--- src/rtl/cnn_pkg.sv ---
// Shared definitions for the CNN accelerator datapath.
//   Q8.8 fixed-point constants used by the score-handling blocks, and the
//   state encoding of the argmax sequencer.
package cnn_pkg;

  localparam int DATA_W = 16;
  localparam int FRAC_W = 8;
  localparam int Q_ONE  = 256;
  localparam int Q_MIN  = -32768;
  localparam int Q_MAX  = 32767;

  typedef enum logic [1:0] {
    IDLE,
    RUN,
    RESULT
  } argmax_state_e;

endpackage

--- src/rtl/comparator.sv ---
// Signed Q8.8 magnitude comparator shared by the classifier back end.
//   a, b      : signed two's-complement operands
//   a_greater : a > b (signed, full width)
//   a_equal   : a == b
//   max_val   : larger of a and b (b on a tie)
module comparator #(
  parameter int DATA_W = 16
) (
  input  logic signed [DATA_W-1:0] a,
  input  logic signed [DATA_W-1:0] b,
  output logic                     a_greater,
  output logic                     a_equal,
  output logic signed [DATA_W-1:0] max_val
);

  always_comb begin
    a_greater = (a > b);
    a_equal   = (a == b);
    max_val   = a_greater ? a : b;
  end

endmodule

--- src/rtl/argmax_sequencer.sv ---
// Argmax over one classifier output vector.
//   Accepts NUM_CLASSES signed Q8.8 scores (class order 0..NUM_CLASSES-1) on
//   a valid/ready stream after a start pulse, tracks the running maximum and
//   its index through the shared comparator, and presents the result on a
//   valid/ready port. NUM_CLASSES must be at least 2.
//   clk, rst_n           : clock (rising edge), async active-low reset
//   start                : begin a new vector (sampled in IDLE only)
//   in_valid/in_ready    : score stream handshake, in_data = score
//   busy                 : high while a vector is in flight or held
//   out_valid/out_ready  : result handshake
//   class_idx, max_score : winning index and its score
module argmax_sequencer #(
  parameter  int DATA_W      = cnn_pkg::DATA_W,
  parameter  int NUM_CLASSES = 10,
  localparam int IDX_W       = $clog2(NUM_CLASSES)
) (
  input  logic                     clk,
  input  logic                     rst_n,
  input  logic                     start,
  input  logic                     in_valid,
  input  logic signed [DATA_W-1:0] in_data,
  output logic                     in_ready,
  output logic                     busy,
  output logic                     out_valid,
  input  logic                     out_ready,
  output logic [IDX_W-1:0]         class_idx,
  output logic signed [DATA_W-1:0] max_score
);

  import cnn_pkg::*;

  localparam logic [IDX_W-1:0] LAST_IDX = IDX_W'(NUM_CLASSES - 1);

  argmax_state_e state, state_n;

  logic [IDX_W-1:0]         count;
  logic [IDX_W-1:0]         best_idx;
  logic signed [DATA_W-1:0] best;
  logic                     accept;
  logic                     a_greater;
  logic                     a_equal_unused;
  logic signed [DATA_W-1:0] max_val_unused;

  comparator #(
    .DATA_W (DATA_W)
  ) u_cmp (
    .a         (in_data),
    .b         (best),
    .a_greater (a_greater),
    .a_equal   (a_equal_unused),
    .max_val   (max_val_unused)
  );

  always_ff @(posedge clk or negedge rst_n) begin
    if (!rst_n) begin
      state <= IDLE;
    end else begin
      state <= state_n;
    end
  end

  always_comb begin
    state_n   = state;
    in_ready  = 1'b0;
    busy      = 1'b0;
    out_valid = 1'b0;
    unique case (state)
      IDLE: begin
        if (start) state_n = RUN;
      end
      RUN: begin
        in_ready = 1'b1;
        busy     = 1'b1;
        if (in_valid && (count == LAST_IDX)) state_n = RESULT;
      end
      RESULT: begin
        busy      = 1'b1;
        out_valid = 1'b1;
        if (out_ready) state_n = IDLE;
      end
      default: state_n = IDLE;
    endcase
  end

  assign accept = in_valid && in_ready;

  // The first beat seeds the running maximum unconditionally; later beats
  // replace it only on a strict win, so ties keep the lowest index.
  always_ff @(posedge clk or negedge rst_n) begin
    if (!rst_n) begin
      count    <= '0;
      best     <= '0;
      best_idx <= '0;
    end else begin
      if (state == IDLE && start) begin
        count <= '0;
      end
      if (accept) begin
        count <= (count == LAST_IDX) ? '0 : count + IDX_W'(1);
        if (count == '0 || a_greater) begin
          best     <= in_data;
          best_idx <= count;
        end
      end
    end
  end

  assign class_idx = best_idx;
  assign max_score = best;

  a_ready_valid_excl: assert property (@(posedge clk) disable iff (!rst_n)
    !(in_ready && out_valid));

  a_count_range: assert property (@(posedge clk) disable iff (!rst_n)
    count <= LAST_IDX);

endmodule

--- config.mk ---
export PLATFORM = sky130hd
export DESIGN_NAME = argmax_sequencer
export DESIGN_NICKNAME = d
export VERILOG_FILES = /design/src/rtl/cnn_pkg.sv /design/src/rtl/comparator.sv /design/src/rtl/argmax_sequencer.sv
export SDC_FILE = /design/constraint.sdc
export NUM_CORES = 1
export LEC_CHECK = 0
export BUFFER_PORTS_ARGS = -buffer_cell sky130_fd_sc_hd__buf_4
export CORE_MARGIN = 8
export CORE_UTILIZATION = 40
export DETAILED_ROUTE_END_ITERATION = 12
export PLACE_DENSITY_LB_ADDON = 0.3
export SLEW_MARGIN = 15
export SYNTH_ARGS = -nofsm -noshare
export SYNTH_HDL_FRONTEND = slang
export SYNTH_SLANG_ARGS = --single-unit
export TNS_END_PERCENT = 10
--- constraint.sdc ---
create_clock -name clk -period 3.45 [get_ports clk]
set_input_delay 0.345 -clock clk [delete_from_list [all_inputs] [get_ports clk]]
set_output_delay 0.345 -clock clk [all_outputs]
set_load 0.02 [all_outputs]
# ---- Word-level counts from Yosys, hierarchy flattened
# Index checks and enable logic that the tools add are counted.
dict set report op_classes {
  n_addsub 1
  magnitude_cmp 1
  n_eq_ne 6
  n_mux 10
  n_reduce_logical 10
}
# op n
set ops {}
lappend ops {{> comparator 16 bit} 1}
lappend ops {{two-way mux 4 bit} 3}
lappend ops {{two-way mux 2 bit} 3}
lappend ops {{!= test 2 bit, second input constant} 3}
lappend ops {{case mux 2 bit (3 select lines)} 1}
lappend ops {{adder 4 x 1 -> 4 bit, second input constant} 1}
lappend ops {{== test 4 bit, second input constant} 1}
lappend ops {{logical NOT 4 bit} 1}
lappend ops {{logical AND 1 bit} 3}
lappend ops {{two-way mux 1 bit} 3}
lappend ops {{AND reduction 3 bit} 1}
lappend ops {{== test 2 x 1 -> 1 bit, second input constant} 1}
lappend ops {{== test 2 bit, second input constant} 1}
lappend ops {{logical NOT 2 bit} 1}
lappend ops {{AND reduction 2 bit} 1}
lappend ops {{nonzero test 2 bit} 1}
lappend ops {{OR reduction 2 bit} 1}
lappend ops {{logical OR 1 bit} 1}
dict set report totals {
  ff_bits 26
  input_bits 21
}

# ---- Longest topological paths before layout
dict set report depth {
  word_depth 4
  mapped_depth 10
  depth_no_buf 8
}

# ---- By module
# Synthesis repeated with hierarchy kept, for this count alone.
dict set report hier_totals {
  cells_unflattened 161
  hier_area_um2 1824.2
}
# mod n_inst cells_each area_per_inst_um2
set modules_own_cells {}
lappend modules_own_cells {argmax_sequencer 1 86 1162.4}
lappend modules_own_cells {comparator 1 75 661.9}

# ---- Worst setup path after synthesis
# No wires, ideal clock.
dict set report synth_timing {
  kind {reg-to-reg}
  startpoint {reg best[15], in the netlist max_score[15]}
  endpoint {reg best_idx[0], in the netlist class_idx[0]}
  setup_ps 124
  arrival_time_ps 2071
  required_time_ps 3326
  setup_slack_ps 1255
  path_stages_with_launch 10
  path_buffers 1
  synth_period_minus_slack_ps 2195
  path_cell_list {dfrtp_1 -> inv_1 -> ha_1 -> nand4_2 -> nor4_2 -> a21boi_1 -> o41ai_1 -> and3_4 -> buf_12 -> o21ai_2}
}
dict set report synth_between {
  elab_chain_cells 3
}
# item line_no
set synth_rtl {}
lappend synth_rtl {{start: declaration} argmax_sequencer.sv:38} ;# logic signed [DATA_W-1:0] best;
lappend synth_rtl {{start signal: assignment} argmax_sequencer.sv:101} ;# best <= in_data;
lappend synth_rtl {{> comparator 16 bit} comparator.sv:17} ;# a_greater = (a > b);
lappend synth_rtl {{logical OR 1 bit} argmax_sequencer.sv:100} ;# if (count == '0 || a_greater) begin
lappend synth_rtl {{AND reduction 2 bit (no source line)} -}
lappend synth_rtl {{end signal: assignment} argmax_sequencer.sv:102} ;# best_idx <= count;
lappend synth_rtl {{end: declaration} argmax_sequencer.sv:37} ;# logic [IDX_W-1:0] best_idx;
# Every way passes these cells.
# A chain may end at the register's enable or synchronous reset.

# ---- Final worst setup path
dict set report layout_timing {
  startpoint {reg best[15], in the netlist max_score[15]}
  endpoint {reg best[3], in the netlist max_score[3]}
}
dict set report layout_between {
  elab_chain_cells 3
}
# item line_no
set layout_rtl {}
lappend layout_rtl {{> comparator 16 bit} comparator.sv:17}
lappend layout_rtl {{logical OR 1 bit} argmax_sequencer.sv:100}
lappend layout_rtl {{AND reduction 2 bit (no source line)} -}
# Every way passes these cells.

==> flow_metrics.tcl <==
set metrics [dict create \
    timing.critical_path.required_ns 3.60 \
    die_y_um 87.4 \
    dp.final_hpwl_mm 3.75 \
    first_pass_grt_wire_length_mm 8.72 \
    worstSetupStartpointType "flop" \
    timing.clock.skew_ns 0.00535 \
    finalCritPeriodShare_pct 70.8 \
    critical-path-slowest-cell "sky130_fd_sc_hd__and2_1" \
    overall_die_area_sq_mm 0.00764 \
    cts.clk_slew.worst_paths_ns 0.09 \
    cts-hold-fix-buffers 1 \
    initial_utilization_pct 40.7 \
    asyncSetResetFlopFracSynth_pct 100 \
    drcViolationCount 0 \
    leakage_uw 0.00123 \
    fmax_mhz 409 \
    yosysSeqAreaShare_pct 31.9 \
    run_status "completed" \
    postRouteWirelength_mm 5.01 \
    cts_setup_buffers 0 \
    syn-num-nets 300 \
    clock_sinks 26 \
    number_of_buffer_and_inverter_instances_along_the_worst_setup_path 2 \
    buffer_ports.inserted 43 \
    route.vias.total 1867 \
    share_of_the_synthesized_netlist_area_taken_by_xor_and_xnor_gates_pct 0 \
    cts_repair_resize_count 0 \
    antenna_left 0 \
    gpl.final_weighted_congestion 0.791 \
    synth-warning-count 0 \
    grt_overflow_total 0 \
    min-delay-path-class "in2reg" \
    routed_via_density 5.13 \
    die_width_um 87.4 \
    drv_slew 0 \
    cp_cell_sequence "inv_1 > ha_1 > nand4_2 > nor4_2 > and2_1 > buf_4 > nor2_1 > a31oi_1 > o21ai_2" \
    synth_top_family_by_area "simple AND/OR/NAND/NOR gates" \
    synth_compound_gate_area_share_pct 22.2 \
    global_route.usage.total_pct 14.2 \
    ys.flop_type "sky130_fd_sc_hd__dfrtp_1" \
    slew_at_the_pin_closest_to_its_max_slew_limit_ns 0.794 \
    critical_path.max_fanout 10 \
    yosys_register_bits 26 \
    final_core_utilization_pct 48.8 \
    design.final.nets 340 \
    netlist_instances 256 \
    crit_family "simple AND/OR/NAND/NOR gates" \
    max_cap_violations 0 \
    antenna_violations_before_repair 0 \
    synth_top_area_share_pct 31.9 \
    synth-edff-count 0 \
    setup_viol 0 \
    fp.coreArea_sq_mm 0.00501 \
    timing.max_slew.rel_slack_pct 46.9 \
    drt_pre_antenna_iters 4 \
    synth_adder_area_share_pct 14.1 \
    power_density_mw_per_mm2 782 \
    post_synth_instance_area_sq_mm 0.00204 \
    fin_setup_tns_ns 0 \
    critical-path-max-stage-delay_ns 0.43 \
    grt_setup_unrepaired "no" \
    drt-wirelength-per-cell_um 13.8 \
    numCtsBuffers 3 \
    drt-initial-drc-count 83 \
    synth.area.mux_share_pct 0 \
    cp-end-kind "flop" \
    n_fill_cell 542 \
    max-clock-path-buffers 2 \
    ctsRootBufferMaster "sky130_fd_sc_hd__clkbuf_8" \
    seqCellArea_sq_um 651 \
    io_pins 44 \
    n_antenna_cell 0 \
    fp-row-count 26 \
    maximum_number_of_pins_on_one_net_before_global_route_repair 27 \
    fin_worst_hold_slack_ns 0.427 \
    syn2layout_area_growth_pct 19.8 \
    worst_hold_startpoint "in_data[7]" \
    final-hold-violation-count 0 \
    critical_path_class "reg2reg" \
    cts_tree "done" \
    multi_input_gate_area_in_the_final_layout_sq_mm 0.00121 \
    clk-insertion-delay-late_ns 0.27 \
    synth.avg_cell_area_sq_um 7.96 \
    number_of_global_route_vias_before_repair 1963 \
    period_needed_ns 2.44 \
    post_route_cells_drive_above_1_share_pct 26.5 \
    synth_top_area_cell "sky130_fd_sc_hd__dfrtp_1" \
    timing.critical_path.from "max_score[15]" \
    crit_arrival_ns 2.60 \
    synthesized_area_fraction_occupied_by_and_or_nand_nor_cells_pct 22.7 \
    cts_htree_levels 1 \
    vdd.ir_drop.worst_mv 0.304 \
    reg2reg_from "max_score[15]" \
    netlist-cell-type-count 34 \
    synth_top_cells_by_area "sky130_fd_sc_hd__dfrtp_1 32%, sky130_fd_sc_hd__ha_1 14%, sky130_fd_sc_hd__nand2_1 9.2%" \
]
-- worst min-delay path: stages --
cell	delay, ns
sky130_fd_sc_hd__buf_4	0.08
sky130_fd_sc_hd__nand2_1	0.05
sky130_fd_sc_hd__nor2_1	0.08
sky130_fd_sc_hd__a31oi_1	0.06
sky130_fd_sc_hd__o21ai_2	0.05
-- sequential cells by signal (all words and copies together), names as in the netlist --
signal,count
state,2
class_idx,4
count,4
max_score,16
-- layout by cell type, fill, tap and decap left out --
master / synthesis / final
sky130_fd_sc_hd__a22o_1: 1 / 1
sky130_fd_sc_hd__o21bai_1: 1 / 1
sky130_fd_sc_hd__nand4_2: 1 / 1
sky130_fd_sc_hd__nor2_1: 42 / 42
sky130_fd_sc_hd__nand2_1: 50 / 50
sky130_fd_sc_hd__nor2b_1: 1 / 1
sky130_fd_sc_hd__dlygate4sd3_1: 0 / 1
sky130_fd_sc_hd__o41ai_2: 0 / 1
sky130_fd_sc_hd__o22a_1: 1 / 1
sky130_fd_sc_hd__nor4_1: 1 / 1
sky130_fd_sc_hd__o21ai_0: 7 / 7
sky130_fd_sc_hd__a21o_1: 1 / 1
sky130_fd_sc_hd__nor4_2: 1 / 1
sky130_fd_sc_hd__ha_1: 23 / 23
sky130_fd_sc_hd__a21boi_1: 1 / 1
sky130_fd_sc_hd__buf_4: 0 / 47
sky130_fd_sc_hd__and3_4: 1 / 1
sky130_fd_sc_hd__nor2_2: 1 / 1
sky130_fd_sc_hd__o21ai_2: 20 / 20
sky130_fd_sc_hd__nor3_1: 1 / 1
sky130_fd_sc_hd__a2111oi_2: 1 / 1
sky130_fd_sc_hd__nand4_1: 4 / 4
sky130_fd_sc_hd__dfrtp_1: 26 / 26
sky130_fd_sc_hd__or3b_1: 1 / 1
sky130_fd_sc_hd__o22ai_1: 1 / 1
sky130_fd_sc_hd__o221ai_2: 1 / 1
sky130_fd_sc_hd__nand3_1: 2 / 2
sky130_fd_sc_hd__inv_1: 24 / 24
sky130_fd_sc_hd__a21oi_2: 1 / 1
sky130_fd_sc_hd__a31oi_1: 19 / 19
sky130_fd_sc_hd__and2_1: 2 / 2
sky130_fd_sc_hd__a21oi_1: 6 / 6
sky130_fd_sc_hd__clkbuf_8: 0 / 3
-- metal layers --
metal	wire [um]	up-vias	global-route usage [%]
met1	2170	866	15.8
met2	2490	46	25.9
met5	0	-	0
li1	-	950	-
met3	305	5	3.30
met4	48	0	3.75
-- cell type report --
class,count,area share [%]
Clock buffer,3,1.69
Sequential cell,26,26.6
Multi-Input combinational cell,193,49.5
Timing Repair Buffer,48,14.9
Tap cell,70,3.59
Inverter,24,3.69
-- where the power goes --
| group | switching, uW | internal, uW |
|---|---|---|
| combinational | 746 | 465 |
| clock | 94.5 | 78.3 |
| sequential | 100 | 426 |
| total | 941 | 969 |
-- cells by family after synthesis --
logic type	after synthesis
compound gates	62
buf+inv	37
fa+ha+maj	23
flops	26
simple gates	108
-- per-stage QoR --
step	setup WS, ns	instance area, sq um	power (uW)	std cells
CTS	0.997	2440	1940	364
floorplan	1.26	2040	1400	256
global route	0.820	2440	2100	364
global placement	1.03	2390	1730	360
finish	1.01	2440	1910	364
detailed placement	0.983	2390	1760	360
-- cells in the mapped netlist, types with 2 or more instances --
master                      n
sky130_fd_sc_hd__inv_1     24
sky130_fd_sc_hd__ha_1      23
sky130_fd_sc_hd__dfrtp_1   26
sky130_fd_sc_hd__and2_1     2
sky130_fd_sc_hd__nor2_1    42
sky130_fd_sc_hd__clkbuf_1   5
sky130_fd_sc_hd__nand2_1   50
sky130_fd_sc_hd__buf_2      5
sky130_fd_sc_hd__nand3_1    2
sky130_fd_sc_hd__o21ai_2   20
sky130_fd_sc_hd__a21oi_1    6
sky130_fd_sc_hd__buf_12     2
sky130_fd_sc_hd__nand4_1    4
sky130_fd_sc_hd__o21ai_0    7
sky130_fd_sc_hd__a31oi_1   19
-- path summary, 6_finish.rpt --
path                                      end  slack [ns]  depth (start not counted)
min in group asynchronous        max_score[6]        0.52                          2
max in group asynchronous       max_score[14]        2.67                          2
worst min register to register   class_idx[0]        0.54                          2
worst max register to register   max_score[3]        1.01                          9
worst max-delay path             max_score[3]        1.01                          9
worst min-delay path             max_score[7]        0.43                          5
(Power assumes the default switching activity.)
